**config.mk**
```make
export PLATFORM = sky130hd
export DESIGN_NAME = cordic_rot_to_float
export DESIGN_NICKNAME = d
export VERILOG_FILES = /design/src/rtl/cordic_rot_to_float_pkg.sv /design/src/rtl/cordic_rot_to_float_f2f.sv /design/src/rtl/cordic_rot_to_float_rot.sv /design/src/rtl/cordic_rot_to_float.sv
export SDC_FILE = /design/constraint.sdc
export NUM_CORES = 1
export LEC_CHECK = 0
export CAP_MARGIN = 20
export CORE_AREA = 2 2 204 166
export CTS_CLUSTER_SIZE = 25
export DETAILED_ROUTE_END_ITERATION = 8
export DIE_AREA = 0 0 206 168
export PLACE_DENSITY = 0.59
export SYNTH_ARGS = -nofsm -noshare
export SYNTH_HDL_FRONTEND = slang
export SYNTH_SLANG_ARGS = --single-unit
```
**constraint.sdc**
```tcl
create_clock -name clock -period 10.8 [get_ports clock]
set_input_delay 1.62 -clock clock [delete_from_list [all_inputs] [get_ports clock]]
set_output_delay 1.62 -clock clock [all_outputs]
set_load 0.01 [all_outputs]
```
**src/rtl/cordic_rot_to_float_pkg.sv**
```systemverilog
// rtl/cordic_rot_to_float_pkg.sv - shared widths and CORDIC constants for the cosine datapath
package cordic_rot_to_float_pkg;

    localparam int W     = 21;
    localparam int IDX_W = 4;

    localparam logic [W-1:0] CORDIC_K = 21'h09B74E;

    // atan(2^-i) in Q1.20; beyond i=7 the angle equals 2^-i to within Q1.20 resolution
    function automatic logic [W-1:0] atan_lut(input logic [IDX_W-1:0] idx);
        logic [W-1:0] a;
        case (idx)
            4'd0:    a = 21'h0C90FE;
            4'd1:    a = 21'h076B1A;
            4'd2:    a = 21'h03EB6F;
            4'd3:    a = 21'h01FD5C;
            4'd4:    a = 21'h00FFAB;
            4'd5:    a = 21'h007FF5;
            4'd6:    a = 21'h003FFF;
            4'd7:    a = 21'h002000;
            default: a = 21'h100000 >> idx;
        endcase
        return a;
    endfunction

endpackage

```
**src/rtl/cordic_rot_to_float_f2f.sv**
```systemverilog
// rtl/cordic_rot_to_float_f2f.sv - exact Q1.20 to IEEE-754 single conversion
module fixed_to_float
    import cordic_rot_to_float_pkg::*;
(
    input  logic [W-1:0] in,
    output logic [31:0]  out
);

    logic [W-1:0] mag;
    logic [4:0]   p;
    logic [23:0]  norm;
    logic [7:0]   expo;

    assign mag = in[W-1] ? (~in + 1'b1) : in;

    always_comb begin
        p = 5'd0;
        for (int k = 0; k < W; k++) begin
            if (mag[k]) p = 5'(k);
        end
    end

    // place the leading one at bit 23 so the fraction sits in bits 22..0
    assign norm = {3'b000, mag} << (5'd23 - p);
    assign expo = 8'd107 + {3'b000, p};

    always_comb begin
        if (mag == '0) out = 32'h0000_0000;
        else           out = {in[W-1], expo, norm[22:0]};
    end

endmodule

```
**src/rtl/cordic_rot_to_float_rot.sv**
```systemverilog
// rtl/cordic_rot_to_float_rot.sv - one combinational rotation-mode CORDIC micro-rotation
module cordic_rot
    import cordic_rot_to_float_pkg::*;
(
    input  logic [W-1:0]     x,
    input  logic [W-1:0]     y,
    input  logic [W-1:0]     z,
    input  logic [IDX_W-1:0] rotate_index,
    input  logic [W-1:0]     rotate_angle,
    output logic [W-1:0]     rot_x,
    output logic [W-1:0]     rot_y,
    output logic [W-1:0]     rot_z
);

    logic signed [W-1:0] xs;
    logic signed [W-1:0] ys;
    logic [W-1:0]        x_sh;
    logic [W-1:0]        y_sh;
    logic                d_pos;

    assign xs    = x;
    assign ys    = y;
    assign x_sh  = xs >>> rotate_index;
    assign y_sh  = ys >>> rotate_index;
    // a zero residual angle rotates in the positive direction
    assign d_pos = ~z[W-1];

    always_comb begin
        if (d_pos) begin
            rot_x = x - y_sh;
            rot_y = y + x_sh;
            rot_z = z - rotate_angle;
        end else begin
            rot_x = x + y_sh;
            rot_y = y - x_sh;
            rot_z = z + rotate_angle;
        end
    end

endmodule

```
**src/rtl/cordic_rot_to_float.sv**
```systemverilog
// rtl/cordic_rot_to_float.sv - registered CORDIC step with float view of the new x
module cordic_rot_to_float
    import cordic_rot_to_float_pkg::*;
(
    input  logic             clock,
    input  logic             aclr,
    input  logic             clk_en,
    input  logic             in_valid,
    input  logic [W-1:0]     x_in,
    input  logic [W-1:0]     y_in,
    input  logic [W-1:0]     z_in,
    input  logic [IDX_W-1:0] rotate_index,
    input  logic [W-1:0]     rotate_angle,
    output logic [W-1:0]     rot_x,
    output logic [W-1:0]     rot_y,
    output logic [W-1:0]     rot_z,
    output logic [31:0]      result,
    output logic             out_valid
);

    logic [W-1:0] rot_x_d, rot_y_d, rot_z_d;
    logic [W-1:0] rot_x_q, rot_y_q, rot_z_q;
    logic         valid_q;

    cordic_rot u_rot (
        .x            (x_in),
        .y            (y_in),
        .z            (z_in),
        .rotate_index (rotate_index),
        .rotate_angle (rotate_angle),
        .rot_x        (rot_x_d),
        .rot_y        (rot_y_d),
        .rot_z        (rot_z_d)
    );

    always_ff @(posedge clock) begin
        if (aclr) begin
            rot_x_q <= '0;
            rot_y_q <= '0;
            rot_z_q <= '0;
            valid_q <= 1'b0;
        end else if (clk_en) begin
            valid_q <= in_valid;
            if (in_valid) begin
                rot_x_q <= rot_x_d;
                rot_y_q <= rot_y_d;
                rot_z_q <= rot_z_d;
            end
        end
    end

    fixed_to_float u_f2f (
        .in  (rot_x_q),
        .out (result)
    );

    assign rot_x     = rot_x_q;
    assign rot_y     = rot_y_q;
    assign rot_z     = rot_z_q;
    assign out_valid = valid_q;

endmodule

```
==> impl_metrics.toml <==
[global_routing]
grt_pass1_vias = 10300
antenna_found_initial = 0
track_usage_pct = 19.9
grt-ovfl-total = 0
grt_start_max_net_pins = 78
grt_pass1_wl_um = 56000

[die]
start_util_pct = 32.3
row_count = 60
die-area_um2 = 34600
die_w_um = 206
ios = 188
die_h_um = 168
fp.coreArea_um2 = 32900

[sta]
setup_viol_count_final = 0
slew_violations = 0
setup-tns-final_ps = 0
layout_min_cycle_time_ps = 7380
worst_slew_pin_slew_ps = 1020
max_slew_margin_pct = 31.8
rsz0062_at_grt = "false"
skew_ps = 0
hold_viol_final = 0
fin_crit_sh_pct = 68.3
fmax_mhz = 135

[yosys]
yosys_warnings = 0
synth_cell_types = 92
synth.cell_area_um2 = 10600
ys_top_cells_by_area = "dfxtp_1 12%, mux4_2 8.9%, ha_1 8.0%"
postSynth.asyncResetShare_pct = 0
ys_ff_latch = 64
synth_xor_xnor_area_share_pct = 10.2
synth-edff-count = 0
synth_top_flop_cell = "dfxtp_1"
synth_top_family_by_area = "simple AND/OR/NAND/NOR gates"
yosys.area_share.simple_pct = 25.6
synth_compound_area_share_pct = 24.9
synth_area_per_cell_um2 = 7.33
synth_largest_area_cell = "dfxtp_1"
yosysSeqAreaShare_pct = 12.1
synthAdderAreaFrac_pct = 8.57
synthMuxAreaShare_pct = 13.3
synth_top_area_share_pct = 12.1
synth_cells = 1450
synthesis.nets = 1613

[clock_tree]
postCtsSetupBuffers = 0
h-tree-depth = 3
cts_hold_buf = 0
cts_made_buffers = 9
post_cts_resized = 0
cts_buffer_depth = 2
clkTransAtPathRegs_ps = 60
clockRootBuffer = "clkbuf_16"
clock_sinks = 64
tritoncts = "yes"
clk_latency_ps = 350

[power]
p_leak_nw = 4.83
power_w = 0.00238
power_density_nw_per_um2 = 182
ir_drop_mv = 0.103

[setup_path]
endpoint_kind = "output pin"
worstPathMaxFanout = 36
startpoint_type = "flop"
critical_path.endpoint = "result[22]"
required_ps = 9180
reg2regPathDepth = 2
worstSetupPathType = "flop to output pin"
r2r_slack_ps = 9790
crit_path_start = "rot_x[0]"
r2r_end = "rot_x[2]"
reg2reg_from = "rot_x[2]"
cp_data_arrival_time_ps = 5760

[place]
place_hpwl_um = 27200
portBuffers = 187
routabilityCongestion = 0.915
dp_cells = 1988

[min_path]
worstHoldPathType = "flop to flop"
holdPathStages = 2

[route]
first_pass_iters = 6
wl_per_cell_um = 17.6
via_per_inst = 5.67
drt-initial-drc-count = 1050
num_vias = 11400
ant_nets = 0
routed_wl_um = 35300
route.detailed.drc = 0

[layout]
final_common_cell = "clkdlybuf4s50_1"
area_delta_synth_final_pct = 22.8
fin_nets = 1728
final.fill_count = 3444
antenna_cells = 0
final_cell_mix = "184 x clkdlybuf4s50_1, 172 x nand2_1, 166 x nor2_1"
fin_cells = 2004
drive_gt1_share_pct = 8.15

[outcome]
status = "completed"

[run]
drv_cap = 0
-- worst min path at each step --
stage,slack [ps],start,end
final,450,rot_z[15],rot_z[15]
after global routing,470,rot_z[9],rot_z[9]
after CTS,450,rot_z[15],rot_z[15]
after detailed placement,440,rot_z[15],rot_z[15]
after global placement,440,rot_z[9],rot_z[9]
after floorplan,480,rot_y[10],rot_y[10]
-- flip-flops by register name (all words and copies together), names as in the netlist --
name,flops
out_valid,1
rot_x,21
rot_y,21
rot_z,21
-- metal layers --
layer	global-route usage (%)	share of wire [%]
met4	4.25	1.5
met3	2.77	6.9
met1	30.9	50
met2	28.8	41
met5	0	0
-- cell usage after synthesis, drive strengths merged (15+ instances only) --
library cell	count
or3	15
xnor2	79
buf	38
mux2	16
o211ai	20
a211oi	21
mux4	42
dfxtp	64
or2	15
clkbuf	55
a21oi	153
ha	68
nor3	57
a31oi	28
mux2i	29
o21ai	57
inv	41
nor2	166
nand3	43
xor2	45
nand2	173
and3	15
-- area by class of cell --
| class | count | area [µm²] | share of cell area, % |
|---|---|---|---|
| tap | 434 | 543 | 4.16 |
| timing repair buffer | 197 | 1930 | 14.8 |
| clock buffer | 11 | 243 | 1.86 |
| multi-input combinational | 1251 | 8790 | 67.3 |
| sequential | 64 | 1280 | 9.82 |
| inverter | 42 | 158 | 1.21 |
| clock inverter | 5 | 104 | 0.796 |
-- report_power, final --
group / switching [W] / total (W) / internal [W]
Sequential: 0.0000356 / 0.000298 / 0.000262
Combinational: 0.000969 / 0.00173 / 0.000758
Clock: 0.000122 / 0.000354 / 0.000232
-- cells by family (layout without fill, tap and decap cells) --
kind of cell | Yosys count | in the layout
flops | 64 | 64
fa+ha+maj | 71 | 71
mux | 87 | 87
xor+xnor | 124 | 124
simple gates | 568 | 568
buf+inv | 135 | 255
compound gates | 401 | 401
-- worst max-delay path, cell delays in order (launching register included) --
cell and delay (ps):
dfxtp_1 430, inv_1 160, ha_1 270, nor3b_2 610, nand4_2 320, o21ai_1 300
xnor2_1 210, or4_4 620, o22ai_4 720, nand2b_1 200, o221ai_1 210, o211ai_1 240
or3_1 370, a21oi_1 150, clkdlybuf4s50_1 560
-- per-stage QoR --
stage / utilization [%] / hold slack (ps) / cell area, µm² / setup WS (ps)
after CTS: 39.7 / 451 / 13000 / 3500
after global placement: 38.6 / 440 / 12700 / 3860
after global routing: 39.7 / 473 / 13000 / 2960
final: 39.7 / 449 / 13000 / 3420
after detailed placement: 38.6 / 443 / 12700 / 3680
after floorplan: - / 476 / 10600 / 4440
Note: power is estimated with default switching activity, not from simulation.
